## src/rtl/binary_search_pkg.sv

```systemverilog
// Shared widths and loader state encoding for the binary search unit.
// Imported by the loader, its order checker and the search stage.
package binary_search_pkg;

    localparam int SEARCH_ADDR_W = 5;
    localparam int SEARCH_DATA_W = 8;

    typedef enum logic [1:0] {
        L_IDLE,
        L_FILL,
        L_FLUSH,
        L_DONE
    } loader_state_t;

endpackage

```

## src/rtl/search_ram_loader_order_checker.sv

```systemverilog
// Watches accepted bytes and flags the first place the stream decreases.
// Equal neighbours are legal; only a strict drop counts as a violation.
module order_checker
    import binary_search_pkg::*;
#(
    parameter int ADDR_W = SEARCH_ADDR_W,
    parameter int DATA_W = SEARCH_DATA_W
) (
    input  logic              clk,
    input  logic              reset,
    input  logic              clr,
    input  logic              accept,
    input  logic              first_beat,
    input  logic [ADDR_W-1:0] idx,
    input  logic [DATA_W-1:0] data,
    output logic              sorted_ok,
    output logic [ADDR_W-1:0] unsorted_idx
);

    logic [DATA_W-1:0] prev;
    logic              drop;

    assign drop = accept & ~first_beat & (data < prev);

    // Previous byte register, refreshed on every accepted beat.
    always_ff @(posedge clk or posedge reset) begin
        if (reset) begin
            prev <= '0;
        end else if (accept) begin
            prev <= data;
        end
    end

    // Sticky sorted flag with capture of the first violating index.
    always_ff @(posedge clk or posedge reset) begin
        if (reset) begin
            sorted_ok    <= 1'b1;
            unsorted_idx <= '0;
        end else if (clr) begin
            sorted_ok    <= 1'b1;
            unsorted_idx <= '0;
        end else if (drop) begin
            sorted_ok <= 1'b0;
            if (sorted_ok) begin
                unsorted_idx <= idx;
            end
        end
    end

endmodule

```

## src/rtl/search_ram_loader.sv

```systemverilog
// Streams DEPTH bytes into the search RAM and reports load/sort status.
// The write port lags the accepting handshake by one registered cycle.
module search_ram_loader
    import binary_search_pkg::*;
#(
    parameter int ADDR_W = SEARCH_ADDR_W,
    parameter int DATA_W = SEARCH_DATA_W,
    parameter int DEPTH  = 32
) (
    input  logic              clk,
    input  logic              reset,
    input  logic              load_start,
    input  logic              abort,
    input  logic              search_busy,
    input  logic              in_valid,
    input  logic [DATA_W-1:0] in_data,
    output logic              in_ready,
    output logic              wr_en,
    output logic [ADDR_W-1:0] wr_addr,
    output logic [DATA_W-1:0] wr_data,
    output logic              loading,
    output logic              loaded,
    output logic              sorted_ok,
    output logic [ADDR_W-1:0] unsorted_idx
);

    localparam logic [ADDR_W:0] LAST = (ADDR_W+1)'(DEPTH - 1);
    localparam logic [ADDR_W:0] ONE  = (ADDR_W+1)'(1);

    loader_state_t   state;
    loader_state_t   state_nxt;
    logic [ADDR_W:0] count;
    logic            accept;
    logic            start;
    logic            idle_or_done;

    assign idle_or_done = (state == L_IDLE) | (state == L_DONE);
    assign start        = idle_or_done & load_start & ~search_busy;
    assign in_ready     = (state == L_FILL) & ~search_busy & ~abort;
    assign accept       = in_valid & in_ready;
    assign loading      = (state == L_FILL) | (state == L_FLUSH);

    // Next-state selection; abort only matters while filling.
    always_comb begin
        state_nxt = state;
        unique case (state)
            L_IDLE:  if (start) state_nxt = L_FILL;
            L_FILL: begin
                if (abort) begin
                    state_nxt = L_IDLE;
                end else if (accept && count == LAST) begin
                    state_nxt = L_FLUSH;
                end
            end
            L_FLUSH: state_nxt = L_DONE;
            L_DONE:  if (start) state_nxt = L_FILL;
            default: state_nxt = L_IDLE;
        endcase
    end

    // State, beat counter and the loaded flag.
    always_ff @(posedge clk or posedge reset) begin
        if (reset) begin
            state  <= L_IDLE;
            count  <= '0;
            loaded <= 1'b0;
        end else begin
            state <= state_nxt;
            if (start) begin
                count  <= '0;
                loaded <= 1'b0;
            end else if (accept) begin
                count <= count + ONE;
            end
            if (state == L_FLUSH) begin
                loaded <= 1'b1;
            end
        end
    end

    // Registered RAM write port driven by accepted beats.
    always_ff @(posedge clk or posedge reset) begin
        if (reset) begin
            wr_en   <= 1'b0;
            wr_addr <= '0;
            wr_data <= '0;
        end else begin
            wr_en <= accept;
            if (accept) begin
                wr_addr <= count[ADDR_W-1:0];
                wr_data <= in_data;
            end
        end
    end

    order_checker #(
        .ADDR_W(ADDR_W),
        .DATA_W(DATA_W)
    ) u_order (
        .clk         (clk),
        .reset       (reset),
        .clr         (start),
        .accept      (accept),
        .first_beat  (count == '0),
        .idx         (count[ADDR_W-1:0]),
        .data        (in_data),
        .sorted_ok   (sorted_ok),
        .unsorted_idx(unsorted_idx)
    );

endmodule

```

## config.mk

```make
export PLATFORM = sky130hd
export DESIGN_NAME = search_ram_loader
export DESIGN_NICKNAME = d
export VERILOG_FILES = /design/src/rtl/binary_search_pkg.sv /design/src/rtl/search_ram_loader_order_checker.sv /design/src/rtl/search_ram_loader.sv
export SDC_FILE = /design/constraint.sdc
export NUM_CORES = 1
export LEC_CHECK = 0
export BUFFER_PORTS_ARGS = -buffer_cell sky130_fd_sc_hd__buf_2
export CAP_MARGIN = 5
export CORE_UTILIZATION = 47
export DETAILED_ROUTE_END_ITERATION = 12
export GPL_ROUTABILITY_DRIVEN = 0
export GPL_TIMING_DRIVEN = 0
export PLACE_DENSITY = 0.75
export RECOVER_POWER = 50
export SETUP_SLACK_MARGIN = 0.15
export SLEW_MARGIN = 20
export SYNTH_ARGS = -nofsm -noshare
export SYNTH_HDL_FRONTEND = slang
export SYNTH_SLANG_ARGS = --single-unit
```

## constraint.sdc

```tcl
create_clock -name clk -period 1.7 [get_ports clk]
set_input_delay 0 -clock clk [delete_from_list [all_inputs] [get_ports clk]]
set_output_delay 0 -clock clk [all_outputs]
set_load 0.01 [all_outputs]
```

==> run_results.csv, run 1 <==
group,metric,value,unit
synth,synth.area.top_cells,"dfrtp_1, ha_1, mux2_2, nand2_1, mux2i_1",
synth,synth_area_per_cell,10.5,um2
timing,setup_ws,-0.0881,ns
clock_tree,root_buffer,"clkbuf_4",
drt,ant_nets,0,
drt,vias_per_cell,5.00,
power,power_density,1360,nW/um2
timing,report.final.slew_viol_count,0,
clock_tree,cts_buffer_depth,2,
place,place_ws,-0.284,ns
status,violations,"negative setup slack",
clock_tree,cts_tree,"yes",
drt,routedWlPerCell,14.0,um
synth,seq_area_frac_synth,0.490,
worst_hold_path,holdCritPathClass,"in -> reg",
cells_and_area,final_common_cell,"buf_2",
cells_and_area,syn_to_final_growth,53.1,%
global_routing,antenna_found_initial,0,
worst_hold_path,hold_start,"abort",
drt,wirelength,3.66,mm
cells_and_area,nets,242,
synth,yosysWarningCount,0,
timing,worst_pin_slew,1.10,ns
synth,synth_top_cell_area_share,0.473,
clock_tree,cts.sinks,29,
synth,ys.flop_type,"dfrtp_1",
synth,syn_area,1480,um2
power,p_leak,1.13,nW
clock_tree,clk_pin_slew_worst_paths,0.09,ns
cells_and_area,stdcell_area,2270,um2
synth,ys_seq_elements,29,
place,io_buffers,36,
synth,ys_types,29,
synth,yosys.area.top_type,"dfrtp_1",
critical_path,start_kind,"flop",
floorplan,die_area,3380,um2
timing,max_slew_margin,0.264,
critical_path,crit_type,"reg -> reg",
global_routing,grt.overflow.total,0,
place,dpl_cell_area,1760,um2
timing,rsz0062_at_grt,"true",
place,place_hpwl,2.07,mm
clock_tree,htree_num_levels,2,
drt,num_vias,1306,
synth,async_flop_share,1.00,
synth,syn-num-nets,167,
cells_and_area,final_layout_size_suffix_gt1_frac,0.470,
floorplan,die_h,58.2,um
timing,post-route-period-util,1.05,
floorplan,core,3030,um2
run,cap_violations,0,
global_routing,first_global_vias,1236,
drt,first_iter_violations,37,
critical_path,end_kind,"flop",
critical_path,required,1.96,ns
cells_and_area,final_util,0.750,
critical_path,r2r-start,"state[1]",
synth,syn_inst,141,
cells_and_area,diodes,0,
critical_path,worstPathArrival,2.04,ns
global_routing,grt_max_degree,30,
critical_path,cp_max_fo,5,
global_routing,track_usage,0.231,
timing,skew,0.00809,ns
synth,synth_edf_count,0,
global_routing,grt_pass1_wl,5.76,mm
clock_tree,cts_made_buffers,5,
timing,clock.fmax,0.559,GHz
place,placed_cells,221,
timing,min_period,1.79,ns
floorplan,rows,20,
cells_and_area,mostFrequentLayoutCells,"buf_2, dfrtp_1, nand2_1, buf_4, inv_1",
timing,setup_viol,9,
clock_tree,insertion_delay,0.33,ns
drt,drtPass1Iterations,4,
power,ir_drop,892,uV
status,status,"finished with violations",
drt,drc_errors,0,
floorplan,num_io_pins,37,
floorplan,die_w,58.2,um
timing,hold_violations,0,
floorplan,initial_utilization,0.490,
critical_path,setup.worst_path.start,"state[1]",
cells_and_area,finalNonFillerCells,261,
[layout make-up]
| type | count | area [um2] |
|---|---|---|
| multi-input combinational | 93 | 848 |
| fill | 211 | 758 |
| sequential | 29 | 729 |
| timing repair buffer | 68 | 484 |
| inverter | 15 | 56.3 |
| tap | 44 | 55.1 |
| clock buffer | 8 | 48.8 |
| buffer | 4 | 47.5 |
[cells by family (layout without fill, tap and decap cells)]
family | after synthesis | in the layout | synth area share
AOI/OAI and AO/OA | 21 | 21 | 0.0945
adders and majority gates | 12 | 12 | 0.101
xor gates and xnor gates | 4 | 4 | 0.0236
buffers and inverters | 19 | 95 | 0.0515
DFF | 29 | 29 | 0.490
and+or+nand+nor | 42 | 42 | 0.138
muxes | 14 | 14 | 0.100
[through the flow]
stage | power (mW) | TNS (ns) | hold slack (ns)
2_1_floorplan | 1.81 | -0.321 | 0.0475
3_3_place_gp | 2.11 | -1.04 | 0.225
3_5_place_dp | 2.17 | -2.80 | 0.236
4_1_cts | 2.91 | -0.229 | -0.0762
5_1_grt | 3.29 | -1.21 | 0.147
6_report | 3.08 | -0.422 | 0.146
[worst max-delay path, stage by stage (launching register included)]
cell      delay, ns
dfrtp_1        0.39
inv_2          0.08
ha_4           0.13
nand2b_4       0.06
nor3b_4        0.21
buf_6          0.17
nand4_1        0.15
or3_1          0.35
a21oi_1        0.17
[path summary, 6_finish.rpt]
kind | cells after the start | to | slack, ns
min in group asynchronous | 3 | loaded | 0.49
setup reg to reg | 8 | count[5] | -0.09
hold reg to reg | 2 | loaded | 0.49
max in group asynchronous | 3 | count[0] | 0.47
setup / recovery | 8 | count[5] | -0.09
hold / removal | 3 | state[1] | 0.15
[sequential cells by signal, indices dropped and copies added (netlist names)]
register,count
count,6
loaded,1
state,2
u_order.sorted_ok,1
u_order.unsorted_idx,5
wr_addr,5
wr_data,8
wr_en,1
[Yosys cell counts, drive strengths merged, types with 3 or more instances]
cell / n
ha: 12
o21ai: 10
nand2b: 3
nor2: 10
nand2: 21
a21oi: 4
xor2: 3
mux2: 7
inv: 15
dfrtp: 28
mux2i: 7
[routing by layer]
layer	wire length, um	vias to the layer above	GRT usage
li1	-	624	-
met3	143	13	0.0692
met1	1560	630	0.282
met2	1850	39	0.396
met5	0	-	0
met4	106	0	0.0646
[power by group]
part	leakage, nW	internal, mW	switching, mW
logic	0.733	0.856	0.817
clock network	0.0265	0.164	0.227
registers	0.374	0.897	0.117
[timing repair]
action	in CTS	in global routing
endpoints found under the setup margin	29	28
hold buffers	8	1
pin swaps	5	7
gates resized for setup	33	23
setup buffers	14	8
cloned	1	0
hold endpoints to repair	36	1
Power figures use the tool's default switching activity.
==> run 2, diff against run 1 <==
Settings changed: CORE_MARGIN set to 5, SKIP_LAST_GASP set to 1.
==> run 2 against run 1 <==
Against the previous run: the run still ends with negative setup slack left; routed wire length is 7.3% higher; total power grew 0.68%; global-route usage decreased by 3.1 points; critical path depth is the same; via count unchanged; sequential cell count unchanged; count of clock-buffer cells in the layout is 1 lower; utilization fell by 0.25 points; die area is 29% higher; sequential share of layout area grew 0.051 points; hold slack got worse by 0.042 ns.
==> run_results.csv, run 2 (synthesis gave the netlist of run 1 again) <==
group,metric,value,unit
power,power_density,1370,nW/um2
timing,rsz0062_at_grt,"true",
cells_and_area,final_common_cell,"buf_2",
worst_hold_path,hold_start,"abort",
floorplan,die_h,66.2,um
timing,min_period,1.82,ns
worst_hold_path,holdCritPathClass,"in -> reg",
clock_tree,cts_tree,"yes",
drt,first_iter_violations,35,
clock_tree,htree_num_levels,2,
drt,num_vias,1306,
power,p_sw_frac,0.379,
cells_and_area,largest_register_ffs,8,
critical_path,r2r_end,"u_order.unsorted_idx[4]",
place,io_buffers,36,
timing,report.final.slew_viol_count,0,
cells_and_area,diodes,0,
place,place_hpwl,2.31,mm
clock_tree,cts.sinks,29,
cells_and_area,finalNonFillerCells,259,
clock_tree,insertion_delay,0.33,ns
power,ir_drop,794,uV
place,placed_cells,221,
cells_and_area,mostFrequentLayoutCells,"buf_2, dfrtp_1, nand2_1, buf_4, inv_1",
timing,post-route-period-util,1.07,
cells_and_area,final_layout_size_suffix_gt1_frac,0.484,
power,power.internal,1.93,mW
status,violations,"negative setup slack",
power,power_frac_seq,0.330,
global_routing,track_usage,0.200,
clock_tree,cts_buffer_depth,2,
critical_path,rrSetupSlack,-0.12,ns
drt,vias_per_cell,5.04,
critical_path,crit_type,"reg -> reg",
cells_and_area,largest_registers,"wr_data: 8 flops, count: 6 flops",
floorplan,num_io_pins,37,
timing,max_slew_margin,0.272,
timing,worst_pin_slew,1.09,ns
clock_tree,cts_made_buffers,5,
critical_path,r2r-start,"wr_data[6]",
worst_hold_path,holdPathEnd,"state[1]",
power,clkPwrFrac,0.138,
timing,hold_violations,0,
global_routing,grt_pass1_wl,6.49,mm
drt,drtPass1Iterations,6,
run,cap_violations,0,
power,netSwitchingPower,1.17,mW
timing,clock.fmax,0.551,GHz
floorplan,initial_utilization,0.490,
timing,skew,0.00991,ns
drt,ant_nets,0,
drt,drc_errors,0,
global_routing,antenna_found_initial,0,
power,design_power_total,3.10,mW
global_routing,grt.overflow.total,0,
floorplan,die_w,66.2,um
power,p_leak,1.15,nW
floorplan,core,3030,um2
critical_path,start_kind,"flop",
cells_and_area,syn_to_final_growth,52.6,%
floorplan,rows,20,
global_routing,grt_max_degree,30,
cells_and_area,top_register,"wr_data",
cells_and_area,stdcell_area,2260,um2
place,dpl_cell_area,1760,um2
worst_hold_path,whs_path_depth,3,
critical_path,required,1.94,ns
critical_path,r2r_cells,8,
critical_path,worstPathArrival,2.05,ns
drt,routedWlPerCell,15.2,um
power,p_comb_frac,0.532,
status,status,"finished with violations",
clock_tree,root_buffer,"clkbuf_4",
critical_path,end_kind,"flop",
global_routing,first_global_vias,1404,
critical_path,cp_max_fo,4,
timing,setup_ws,-0.115,ns
clock_tree,clk_pin_slew_worst_paths,0.10,ns
cells_and_area,nets,241,
floorplan,die_area,4380,um2
drt,wirelength,3.93,mm
timing,setup_viol,11,
## run 2: worst max-delay path by stage
stage          slack (ns)        from                       to  cells past startpoint
2_1_floorplan       -0.06  wr_data[1]  u_order.unsorted_idx[0]                      6
3_3_place_gp        -0.18    state[1]  u_order.unsorted_idx[3]                      8
3_5_place_dp        -0.25    state[1]  u_order.unsorted_idx[3]                      8
4_1_cts             -0.07  wr_data[1]  u_order.unsorted_idx[3]                      7
5_1_grt             -0.19  wr_data[6]  u_order.unsorted_idx[4]                      8
6_report            -0.12  wr_data[6]  u_order.unsorted_idx[4]                      8
## run 2: per-layer routing
| layer | routed length (um) | GRT usage |
|---|---|---|
| met2 | 2150 | 0.371 |
| met5 | 0 | 0 |
| met3 | 182 | 0.0561 |
| met4 | 59 | 0.0609 |
| met1 | 1530 | 0.218 |
## run 2: power by group through the flow
stage,Clock (mW),Combinational (mW),Sequential [mW]
after floorplan,0,0.716,1.10
after global placement,0,1.09,1.03
after detailed placement,0,1.14,1.04
after CTS,0.431,1.48,1.01
after global routing,0.475,1.81,1.05
final,0.428,1.65,1.02
## run 2: timing repair
action                     in CTS  in global routing
pin swaps                       5                  9
hold buffers                    8                  1
setup buffers                  15                  6
gates cloned                    1                  0
setup endpoints to repair      29                 28
hold endpoints to repair       36                  1
gates resized for setup        27                 32
## run 2: area by class of cell
cell class	instances	area, um2
multi-input combinational	93	847
fill	189	766
sequential	29	728
timing repair buffer	67	473
inverter	15	56.3
clock buffer	7	55.1
tap	44	55.1
buffer	4	47.5
## run 2: stage by stage
stage	utilization	setup slack [ns]	hold slack, ns	TNS, ns
after floorplan	-	-0.0641	0.0475	-0.321
after CTS	0.702	-0.0730	-0.0676	-0.333
final	0.747	-0.115	0.103	-0.719
after global placement	0.580	-0.177	0.225	-1.10
after global routing	0.747	-0.193	0.129	-2.09
after detailed placement	0.580	-0.254	0.236	-2.18
## run 2: critical path, cell delays in order (launching register included)
cell and delay (ns):
dfrtp_1 0.39, inv_1 0.13, ha_4 0.23, a21o_1 0.17, a2bb2oi_2 0.16, nand3_4 0.10, a211oi_4 0.20, buf_6 0.16
mux2i_2 0.21
==> run 3, diff against run 2 <==
==> constraint.sdc (replaced) <==
create_clock -name clk -period 1.7 [get_ports clk]
set_input_delay 0.34 -clock clk [delete_from_list [all_inputs] [get_ports clk]]
set_output_delay 0.34 -clock clk [all_outputs]
set_load 0.01 [all_outputs]
==> run 3 against run 2 <==
Against the previous run: the run still ends with negative setup slack left; combinational power increased by 9.7%; global-route usage fell by 0.82 points; non-clock buffer count fell by 7; worst setup slack better by 0.030 ns; hold slack gained 0.14 ns; critical path type unchanged; largest cell class unchanged; highest routed layer unchanged.
==> run_results.csv, run 3 (synthesis gave the netlist of run 1 again) <==
group,metric,value,unit
timing,max_slew_margin,0.285,
status,status,"finished with violations",
timing,setup_ws,-0.0854,ns
global_routing,grt_max_degree,30,
place,io_buffers,36,
clock_tree,hold_buffers,0,
global_routing,first_global_vias,1380,
cells_and_area,final_util,0.729,
drt,num_vias,1284,
floorplan,rows,20,
drt,routedWlPerCell,15.4,um
floorplan,core,3030,um2
critical_path,worstPathArrival,2.04,ns
cells_and_area,syn_to_final_growth,48.9,%
cells_and_area,largest_registers,"wr_data: 8 flops, count: 6 flops",
status,violations,"negative setup slack",
timing,setup_viol,11,
clock_tree,cts_buffer_depth,2,
run,cap_violations,0,
global_routing,track_usage,0.192,
power,p_leak,1.11,nW
critical_path,cp.buffers_inverters,2,
timing,skew,0.00568,ns
critical_path,cp_cell_sequence,"inv_2, ha_4, a21o_1, a211o_1, a211oi_4, buf_6, mux2i_1",
cells_and_area,fillerInstances,200,
critical_path,required,1.95,ns
clock_tree,cts.sinks,29,
power,ir_drop,849,uV
clock_tree,htree_num_levels,2,
worst_hold_path,holdCritPathClass,"in -> reg",
critical_path,start_kind,"flop",
drt,drtPass1Iterations,4,
floorplan,die_w,66.2,um
timing,report.final.slew_viol_count,0,
place,place_hpwl,2.31,mm
cells_and_area,final_layout_size_suffix_gt1_frac,0.519,
timing,hold_violations,0,
critical_path,end_kind,"flop",
timing,worst_pin_slew,1.07,ns
critical_path,crit_type,"reg -> reg",
power,power_density,1480,nW/um2
critical_path,cp_max_fo,4,
drt,drc_errors,0,
drt,vias_per_cell,5.10,
drt,first_iter_violations,44,
global_routing,antenna_found_initial,0,
timing,setup_tns,-0.639,ns
cells_and_area,nets,234,
floorplan,die_h,66.2,um
timing,min_period,1.79,ns
clock_tree,root_buffer,"clkbuf_4",
place,dpl_cell_area,1760,um2
timing,holdWs,0.244,ns
timing,rsz0062_at_grt,"true",
cells_and_area,largest_register_ffs,8,
global_routing,grt.overflow.total,0,
timing,post-route-period-util,1.05,
floorplan,die_area,4380,um2
clock_tree,clk_pin_slew_worst_paths,0.09,ns
critical_path,critPathTopFamily,"compound AO/OA/AOI/OAI gates",
floorplan,num_io_pins,37,
clock_tree,cts_made_buffers,5,
cells_and_area,diodes,0,
drt,wirelength,3.89,mm
cells_and_area,mostFrequentLayoutCells,"buf_2, dfrtp_1, nand2_1, buf_4, buf_6",
clock_tree,cts_tree,"yes",
critical_path,crit_slowest_cell,"dfrtp_1",
cells_and_area,top_register,"wr_data",
cells_and_area,final_common_cell,"buf_2",
drt,ant_nets,0,
global_routing,grt_pass1_wl,6.30,mm
cells_and_area,stdcell_area,2210,um2
clock_tree,insertion_delay,0.33,ns
critical_path,cpPeakStageDelay,0.39,ns
floorplan,initial_utilization,0.490,
timing,clock.fmax,0.560,GHz
## run 3: where the power goes
part           internal (mW)  switching [mW]  total [mW]
clock                  0.195           0.232       0.427
combinational          0.940           0.867        1.81
sequential             0.897           0.130        1.03
total                   2.03            1.23        3.26
## run 3: cell type report
type | count | area (um2) | share of cell area
Tap cell | 44 | 55.1 | 0.0249
Buffer | 4 | 47.5 | 0.0215
Multi-Input combinational cell | 93 | 846 | 0.383
Inverter | 15 | 58.8 | 0.0266
Clock buffer | 7 | 55.1 | 0.0249
Timing Repair Buffer | 60 | 417 | 0.189
Sequential cell | 29 | 728 | 0.330
## run 3: worst paths after layout
path                            start  slack [ns]  cells after the start                       to
max                        wr_data[1]       -0.09                      7  u_order.unsorted_idx[3]
min                        in_data[3]        0.24                      3               wr_data[3]
max reg2reg                wr_data[1]       -0.09                      7  u_order.unsorted_idx[3]
min reg2reg                    loaded        0.51                      2                   loaded
max in group asynchronous       reset        0.71                      2                 count[0]
min in group asynchronous       reset        0.27                      2  u_order.unsorted_idx[4]
## run 3: worst register-to-register path, delay by kind of cell, from the launching register on
kind	cells	cell delay (ns)
buf+inv	2	0.23
fa+ha+maj	1	0.19
mux	1	0.19
compound gates	3	0.72
flops	1	0.39
## run 3: layer usage
layer,wire (um),vias up,global-route usage
li1,-,601,-
met1,1540,647,0.213
met2,2100,28,0.340
met3,172,8,0.0595
met4,79,0,0.0736
met5,0,-,0
## run 3: timing repair
action                     CTS  global route
setup endpoints to repair   31            30
gates cloned                 1             0
pin swaps                    8            15
buffers inserted            17             6
resized for setup           34            33
## run 3: metrics by stage
stage | setup WS, ns | cells | total power [mW]
6_report | -0.0854 | 252 | 3.26
5_1_grt | -0.187 | 252 | 3.49
4_1_cts | -0.0730 | 246 | 3.01
3_5_place_dp | -0.254 | 221 | 2.18
3_3_place_gp | -0.177 | 221 | 2.12
2_1_floorplan | -0.0641 | 141 | 1.81
